### src/rtl/seq_divider.sv
// Sequential unsigned restoring divider: one quotient bit per clock through a
// start/done handshake, with a dedicated divide-by-zero result path.
module seq_divider #(
    parameter int N = 4
) (
    input  logic         clk,
    input  logic         rst_n,
    input  logic         start,
    input  logic [N-1:0] dividend,
    input  logic [N-1:0] divisor,
    output logic         busy,
    output logic         done,
    output logic [N-1:0] quotient,
    output logic [N-1:0] remainder,
    output logic         div_by_zero
);

    localparam int CW = $clog2(N) + 1;
    localparam logic [CW-1:0] LAST = CW'(N - 1);

    typedef enum logic [1:0] {IDLE, RUN, DONE} state_t;

    state_t        state_q, state_d;
    logic [CW-1:0] cnt_q, cnt_d;
    logic [N:0]    p_q, p_d;
    logic [N-1:0]  q_q, q_d;
    logic [N-1:0]  dvs_q, dvs_d;
    logic [N-1:0]  quo_q, quo_d;
    logic [N-1:0]  rem_q, rem_d;
    logic          dbz_q, dbz_d;

    logic [2*N:0]  pq_shift;
    logic [N:0]    trial;

    always_comb begin
        state_d = state_q;
        cnt_d   = cnt_q;
        p_d     = p_q;
        q_d     = q_q;
        dvs_d   = dvs_q;
        quo_d   = quo_q;
        rem_d   = rem_q;
        dbz_d   = dbz_q;

        pq_shift = {p_q, q_q} << 1;
        trial    = pq_shift[2*N:N] - {1'b0, dvs_q};

        case (state_q)
            IDLE: begin
                if (start) begin
                    dvs_d = divisor;
                    p_d   = '0;
                    q_d   = dividend;
                    cnt_d = '0;
                    if (divisor == '0) begin
                        state_d = DONE;
                        quo_d   = '1;
                        rem_d   = dividend;
                        dbz_d   = 1'b1;
                    end else begin
                        state_d = RUN;
                    end
                end
            end
            RUN: begin
                // A negative trial (borrow into bit N) restores P and shifts in a 0.
                p_d   = trial[N] ? pq_shift[2*N:N] : trial;
                q_d   = pq_shift[N-1:0] | {{(N-1){1'b0}}, ~trial[N]};
                cnt_d = cnt_q + CW'(1);
                if (cnt_q == LAST) begin
                    state_d = DONE;
                    quo_d   = q_d;
                    rem_d   = p_d[N-1:0];
                    dbz_d   = 1'b0;
                end
            end
            DONE: begin
                state_d = IDLE;
            end
            default: begin
                state_d = IDLE;
            end
        endcase
    end

    always_ff @(posedge clk or negedge rst_n) begin
        if (!rst_n) begin
            state_q <= IDLE;
            cnt_q   <= '0;
            p_q     <= '0;
            q_q     <= '0;
            dvs_q   <= '0;
            quo_q   <= '0;
            rem_q   <= '0;
            dbz_q   <= 1'b0;
        end else begin
            state_q <= state_d;
            cnt_q   <= cnt_d;
            p_q     <= p_d;
            q_q     <= q_d;
            dvs_q   <= dvs_d;
            quo_q   <= quo_d;
            rem_q   <= rem_d;
            dbz_q   <= dbz_d;
        end
    end

    assign busy        = (state_q != IDLE);
    assign done        = (state_q == DONE);
    assign quotient    = quo_q;
    assign remainder   = rem_q;
    assign div_by_zero = dbz_q;

endmodule

### config.mk
export PLATFORM = sky130hd
export DESIGN_NAME = seq_divider
export DESIGN_NICKNAME = d
export VERILOG_FILES = /design/src/rtl/seq_divider.sv
export SDC_FILE = /design/constraint.sdc
export NUM_CORES = 1
export LEC_CHECK = 0
export CAP_MARGIN = 20
export CORE_UTILIZATION = 45
export DETAILED_ROUTE_END_ITERATION = 16
export HOLD_SLACK_MARGIN = 0.02
export PLACE_DENSITY = 0.7
export SLEW_MARGIN = 15
export SYNTH_ARGS = -nofsm -noshare
export SYNTH_HDL_FRONTEND = slang
export SYNTH_SLANG_ARGS = --single-unit
### constraint.sdc
create_clock -name clk -period 2.8 [get_ports clk]
set_clock_uncertainty 0.1 [all_clocks]
set_input_delay 0.28 -clock clk [delete_from_list [all_inputs] [get_ports clk]]
set_output_delay 0.28 -clock clk [all_outputs]
set_load 0.01 [all_outputs]
* Yosys cells after proc, flatten, opt, wreduce, memory -nomap -nowiden *
Cells that the tools add are included.

operators by class
  add/sub/neg operators = 2
  equal/unequal tests = 6
  muxes and demuxes = 23
  bitwise logic cells = 2
  reduce and logical (&&, ||, !) cells = 8

operator list
  operator                                                                number
  4-bit 2-to-1 mux                                                        9
  4-bit one-hot mux with 2 select lines                                   4
  2-bit 2-to-1 mux                                                        3
  2-bit inequality test (second input constant)                           3
  3-bit one-hot mux with 2 select lines                                   1
  2-bit AND reduction                                                     3
  5-bit by 4-bit subtractor with 5-bit output                             1
  4-bit zero test                                                         1
  4-bit by 1-bit bitwise OR with 4-bit output                             1
  2-bit one-hot mux with 2 select lines                                   1
  4-bit AND reduction                                                     1
  2-bit nonzero test                                                      2
  3-bit by 1-bit adder with 3-bit output (second input constant)          1
  3-bit by 2-bit equality test with 1-bit output (second input constant)  1
  1-bit 2-to-1 mux                                                        3
  3-bit 2-to-1 mux                                                        1
  2-bit by 1-bit equality test with 1-bit output (second input constant)  1
  2-bit equality test (second input constant)                             1
  2-bit zero test                                                         1
  1-bit one-hot mux with 2 select lines                                   1
  1-bit NOT                                                               1

storage, ports and cells
  register bits after elaboration = 26
  output and inout port bits = 11
  logic and storage cells = 49

* Depth between registers and ports, before layout *
Gate-level depths: netlist of run 1.

  word-level depth = 5
  depth in mapped cells = 9
  mapped depth without buffers = 8

* Worst setup path before layout of run 1 *
OpenSTA, ideal clock, no wires.

  path kind = register to register
  from = reg q_q[3]
  to = reg rem_q[3] (netlist: remainder[3])
  setup time = 0.137 ns
  arrival = 2.023 ns
  slack = 0.539 ns
  stages on the path, launching flop included = 10
  period minus slack after synthesis = 2.261 ns
  cell sequence = dfrtp_1 -> inv_1 -> ha_1 -> fa_1 -> nand2b_1 -> o2bb2ai_1 -> buf_2 -> and3b_1 -> a2111oi_2 -> o22ai_1

on the way
  longest elaborated chain between the ends = 4

ends and longest elaborated chain
  what                                         RTL line  text
  start, declared                              26        logic [N-1:0] q_q, q_d;
  start signal, assigned                       100       q_q <= q_d;
  5-bit by 4-bit subtractor with 5-bit output  46        trial = pq_shift[2*N:N] - {1'b0, dvs_q};
  4-bit 2-to-1 mux                             67        p_d = trial[N] ? pq_shift[2*N:N] : trial;
  4-bit 2-to-1 mux                             70        if (cnt_q == LAST) begin
  4-bit one-hot mux with 2 select lines        48        case (state_q)
  end signal, assigned                         103       rem_q <= rem_d;
  end, declared                                29        logic [N-1:0] rem_q, rem_d;

Every way passes these cells. The select of a mux whose other input is x is not followed.
A chain may end at the register's enable or synchronous reset.

* Worst setup path in the final report of run 1 *
Same ends and word-level chain as after synthesis.

==> metrics.yaml, run 1 <==
logic_synthesis:
  synth_xor_area_frac: 0.0190
  yosysTopAreaCellShare: 0.470
  ys_seq_area_frac: 0.470
  avgSynthCellArea_um2: 10.0
  muxShareOfSynthArea: 0.0154
  yosys.cell_count.top_type: "dfrtp_1"
  synth_common_cells: "26 x dfrtp_1, 20 x nand2_1, 10 x nor2_1, 10 x o21ai_0, 7 x inv_1"
  synth_fp_nets: 156
  ys_warn_count: 0
  synth_area_um2: 1390
  synth_top_family_by_area: "simple AND/OR/NAND/NOR gates"
  ys_ff_latch: 26
  synthSimpleGateAreaFrac: 0.195
  synth-compound-area-share: 0.190
  synth-async-reset-ratio: 1.00
  synth-edff-count: 0
  synthCells: 138
  synth_top_area_cell: "dfrtp_1"
  yosys.area_share.adder: 0.0687
  ys_types: 41
  synth_area_leaders: "dfrtp_1 47%, ha_1 5.4%, nand2_1 5.4%"
  synth_ff_type: "dfrtp_1"
route:
  vias: 1122
  drt-total-wl_mm: 3.06
  detail_route.iter0.violations: 52
  drc: 3
  wl_per_cell_um: 15.9
  drtAntennaViolNets: 0
  dr.pass1.iters: 13
  vias_per_cell: 5.81
global_routing:
  grt_pass1_vias: 1112
  grt_pass1_wl_mm: 5.13
  antenna_found_initial: 0
  overflow: 0
  track_usage: 0.207
  grt_max_degree: 27
die:
  chipWidth_um: 57.5
  fp.dieArea_um2: 3300
  rows: 19
  core_area_um2: 2830
  ios: 22
  die_h_um: 57.5
  initial_utilization: 0.490
sta:
  worst_hold_slack_ns: 0.180
  min_period_over_period: 0.871
  rsz0062_at_grt: "false"
  setup_viol: 0
  final-max-slew-violation-count: 0
  setup_tns_ns: 0
  hold_violations: 0
  max_freq_ghz: 0.410
  max_slew.worst_pin.slew_ns: 0.503
  min_period_ns: 2.44
  slew_headroom: 0.663
final_layout:
  seqCellArea_um2: 651
  syn_to_final_growth_pct: 22.6
  antennaDiodeCount: 0
  drive_gt1_frac: 0.136
  nFillCells: 241
  final_area_um2: 1700
  multiInputGateArea_um2: 682
  nets: 181
worst_setup_path:
  cpMaxStageDelayCell: "dfrtp_1"
  rrSetupSlack_ns: 0.36
  crit_chain: "inv_1 > ha_1 > fa_1 > nand2b_1 > o2bb2ai_2 > xnor2_1 > a2111oi_2 > o22ai_1"
  r2r-start: "q_q[3]"
  rr_endpoint: "remainder[3]"
  crit_type: "flop to flop"
  max_stage_delay_ns: 0.40
  crit_arrival_ns: 2.56
  crit_path_end_kind: "flop"
  r2r_cells: 8
  cp-start-kind: "flop"
  cp.required_ns: 2.93
  worstPathMaxFanout: 12
job:
  maxCapViolCount: 0
power:
  power.leakage_nw: 0.731
  power.density_nw_per_um2: 1360
  ir_drop_mv: 0.556
place:
  numPortBuffers: 21
  dp_hpwl_mm: 2.28
  dpl_cell_area_um2: 1640
  place_congestion: 0.817
clock_tree:
  cts-root-buf: "clkbuf_4"
  cts_sinks: 26
  clk_latency_ns: 0.34
  cts_buffer_depth: 2
  cts_buffers: 3
  htreeDepth: 1
  clk_pin_slew_ns: 0.15
  cts_tree: "done"
status:
  violations: "design-rule violations"
  status: "finished with violations"
worst_hold_path:
  hold_class: "input port to async pin"
==> layout make-up <==
| type | instances | area share |
|---|---|---|
| clock buffers | 3 | 0.0133 |
| clock inverters | 1 | 0.0177 |
| inverters | 7 | 0.0155 |
| multi-input cells | 99 | 0.402 |
| flip-flops and latches | 26 | 0.383 |
| well taps | 31 | 0.0228 |
| repair buffers | 26 | 0.146 |
==> critical path, delay by kind of cell (launching register included) <==
family          cells  cell delay [ns]
xor+xnor            1             0.25
fa+ha+maj           2             0.62
compound gates      3             0.70
simple gates        1             0.17
flops               1             0.40
buf+inv             1             0.07
==> state kept, by name (all words and copies together) (netlist names) <==
| signal | flops |
|---|---|
| remainder | 4 |
| q_q | 4 |
| quotient | 4 |
| state_q | 2 |
| div_by_zero | 1 |
| dvs_q | 4 |
| cnt_q | 3 |
| p_q | 4 |
==> stage by stage <==
stage	setup WS [ns]	util	total power, mW	std cells
after detailed placement	0.221	0.579	2.02	189
after CTS	0.198	0.598	2.29	193
after floorplan	0.539	-	1.60	138
after global routing	0.186	0.600	2.49	193
final	0.363	0.600	2.30	193
after global placement	0.367	0.579	1.96	189
==> power breakdown <==
| part | switching (mW) | internal, mW |
|---|---|---|
| registers | 0.151 | 0.564 |
| clock network | 0.122 | 0.145 |
| logic | 0.704 | 0.616 |
| total | 0.977 | 1.33 |
==> placed cells by master, fill, tap and decap left out, drive strengths merged, types with 4 or more instances in the layout <==
| master | instances |
|---|---|
| buf | 5 |
| nor2 | 12 |
| clkdlybuf4s50 | 21 |
| nor2b | 4 |
| o22a | 4 |
| inv | 7 |
| nand3 | 5 |
| ha | 6 |
| dfrtp | 26 |
| nand2 | 20 |
| o21ai | 10 |
==> how the worst max path moves through the flow <==
stage                start           end  cells past startpoint
detailed placement  q_q[3]  remainder[2]                      8
global placement    q_q[3]  remainder[2]                      8
CTS                 q_q[3]  remainder[2]                      8
global route        q_q[3]  remainder[2]                      8
floorplan           q_q[3]  remainder[3]                      9
finish              q_q[3]  remainder[3]                      8
==> kinds of logic (layout without fill, tap and decap cells) <==
kind of cell | count (synthesis) | in the layout
AO/OA/AOI/OAI | 34 | 34
AND/OR/NAND/NOR | 53 | 53
multiplexers | 2 | 2
flip-flops | 26 | 26
XOR/XNOR | 3 | 3
adder cells (fa/ha/maj) | 7 | 7
buffers and inverters | 13 | 37
==> per-layer routing <==
metal | global-route usage | up-vias | share of wire
met4 | 0.0871 | 0 | 0.021
met2 | 0.337 | 35 | 0.47
met1 | 0.278 | 537 | 0.46
li1 | - | 541 | -
met3 | 0.0272 | 9 | 0.050
met5 | 0 | - | 0
==> what timing repair did <==
item / in CTS / in global routing
setup endpoints to repair: 0 / 1
buffers inserted: 0 / 0
resized for setup: 0 / 1
hold buffers: 0 / 0
hold endpoints to repair: 0 / 0
Power figures use the tool's default switching activity.
==> run 2, diff against run 1 <==
Clock period 2.8 ns to 3 ns, I/O delays scaled along.
==> metrics.yaml, run 2 (synthesized netlist as in run 1, its figures left out) <==
status:
  status: "finished with violations"  # unchanged
  violations: "design-rule violations"  # unchanged
place:
  dpl_cell_area_um2: 1620  # was 1640 um^2
  place_congestion: 0.828  # was 0.817
  numPortBuffers: 21  # unchanged
  place_ws_ns: 0.341  # was 0.221 ns
  place_inst: 187  # was 189
  dp_hpwl_mm: 2.12  # was 2.28 mm
clock_tree:
  ctsHoldBuffers: 0  # unchanged
  clk_pin_slew_ns: 0.14  # was 0.15 ns
  cts_buffers: 3  # unchanged
  clk_latency_ns: 0.32  # was 0.34 ns
  cts_tree: "done"  # unchanged
  cts_sinks: 26  # unchanged
  htreeDepth: 1  # unchanged
  cts-resized-gates: 0  # unchanged
  cts-root-buf: "clkbuf_4"  # unchanged
  cts_buffer_depth: 2  # unchanged
  cts_setup_buffers: 0  # unchanged
final_layout:
  antennaDiodeCount: 0  # unchanged
  nets: 179  # was 181
  final_cell_count_no_fill: 191  # was 193
  final_area_um2: 1660  # was 1700 um^2
  drive_gt1_frac: 0.119  # was 0.136
  final_util: 0.587  # was 0.600
  syn_to_final_growth_pct: 19.9  # was 22.6%
  layout_commonest_cell: "dfrtp_1"  # unchanged
  layout_common_cells: "26 x dfrtp_1, 21 x clkdlybuf4s50_1, 20 x nand2_1, 10 x nor2_1, 10 x o21ai_0"  # unchanged
die:
  initial_utilization: 0.490  # unchanged
  die_h_um: 57.5  # unchanged
  core_area_um2: 2830  # unchanged
  rows: 19  # unchanged
  chipWidth_um: 57.5  # unchanged
  ios: 22  # unchanged
  fp.dieArea_um2: 3300  # unchanged
global_routing:
  grt_pass1_vias: 1095  # was 1112
  track_usage: 0.203  # was 0.207
  grt_pass1_wl_mm: 5.06  # was 5.13 mm
  antenna_found_initial: 0  # unchanged
  grt_max_degree: 27  # unchanged
  overflow: 0  # unchanged
power:
  ir_drop_mv: 0.577  # was 0.556 mV
  p_sw_mw: 0.902  # was 0.977 mW
  swShare: 0.438  # was 0.424
  pwr-share-seq: 0.321  # was 0.311
  power_mw: 2.06  # was 2.30 mW
  combinationalPowerShare: 0.593  # was 0.573
  power.density_nw_per_um2: 1240  # was 1360 nW/um^2
  power.leakage_nw: 0.713  # was 0.731 nW
  p_int_mw: 1.16  # was 1.33 mW
  power.share.clock: 0.086  # was 0.116
route:
  drc: 3  # unchanged
  vias_per_cell: 5.88  # was 5.81
  detail_route.iter0.violations: 45  # was 52
  dr.pass1.iters: 10  # was 13
  wl_per_cell_um: 15.8  # was 15.9 um
  drt-total-wl_mm: 3.02  # was 3.06 mm
  vias: 1124  # was 1122
  drtAntennaViolNets: 0  # unchanged
sta:
  final-max-slew-violation-count: 0  # unchanged
  max_slew.worst_pin.slew_ns: 0.983  # was 0.503 ns
  min_period_over_period: 0.918  # was 0.871
  worst_hold_slack_ns: 0.234  # was 0.180 ns
  setup_viol: 0  # unchanged
  hold_violations: 0  # unchanged
  rsz0062_at_grt: "false"  # unchanged
  min_period_ns: 2.76  # was 2.44 ns
  slew_headroom: 0.345  # was 0.663
  setup_tns_ns: 0  # unchanged
  finalWorstSetupSlack_ns: 0.245  # was 0.363 ns
  max_freq_ghz: 0.363  # was 0.410 GHz
worst_setup_path:
  crit_arrival_ns: 2.84  # was 2.56 ns
  cp-start-kind: "flop"  # unchanged
  crit_path_end_kind: "flop"  # unchanged
  worstPathMaxFanout: 12  # unchanged
  crit_type: "flop to flop"  # unchanged
  cp.required_ns: 3.09  # was 2.93 ns
worst_hold_path:
  hold_class: "input port to async pin"  # unchanged
job:
  maxCapViolCount: 0  # unchanged
## run 2: cell count changes in the layout (fill, tap and decap cells not counted), sizes merged
cell,previous run,this run
buf,5,3
bufinv,1,0
clkbuf,3,4
## run 2: layout make-up
class	instances	area, um^2
repair buffers	24	233
fillers	255	1170
clock buffers	4	36.3
inverters	7	26.3
multi-input cells	99	676
well taps	31	38.8
flip-flops and latches	26	651
## run 2: worst max-delay path, cell delays in order, from the launching register on
cell	delay (ns)
dfrtp_1	0.40
inv_1	0.08
ha_1	0.22
fa_1	0.41
nand2b_1	0.16
o2bb2ai_1	0.37
and4_1	0.35
a2111oi_0	0.40
a21oi_1	0.14
## run 2: power by group through the flow
| stage | clock, mW | combinational (mW) | sequential, mW |
|---|---|---|---|
| final | 0.177 | 1.22 | 0.660 |
| after global routing | 0.199 | 1.34 | 0.683 |
| after CTS | 0.184 | 1.21 | 0.661 |
| after detailed placement | 0 | 1.18 | 0.670 |
| after global placement | 0 | 1.15 | 0.661 |
| after floorplan | 0 | 0.839 | 0.658 |
## run 2: worst paths after layout
| path | cells after the start | slack [ns] | from | to |
|---|---|---|---|---|
| max | 8 | 0.24 | q_q[3] | remainder[2] |
| min reg2reg | 2 | 0.40 | cnt_q[2] | cnt_q[2] |
| min in group clk | 2 | 0.40 | cnt_q[2] | cnt_q[2] |
| max reg2reg | 8 | 0.24 | q_q[3] | remainder[2] |
| min | 2 | 0.23 | rst_n | div_by_zero |
| max in group asynchronous | 2 | 2.32 | rst_n | dvs_q[1] |
## run 2: layer usage
metal / global-route usage / vias to the layer above / routed length (um)
met2: 0.311 / 28 / 1390
met4: 0.0836 / 0 / 53
met3: 0.0249 / 7 / 116
met5: 0 / - / 0
li1: - / 540 / -
met1: 0.291 / 549 / 1460
==> run 3, diff against run 2 <==
Settings changed: ABC_CLOCK_PERIOD_IN_PS set to 3000, SETUP_SLACK_MARGIN set to 0.15, TNS_END_PERCENT set to 10.
==> results of run 3 <==
No change in the layout: final DEF, timing and power equal those of run 2.
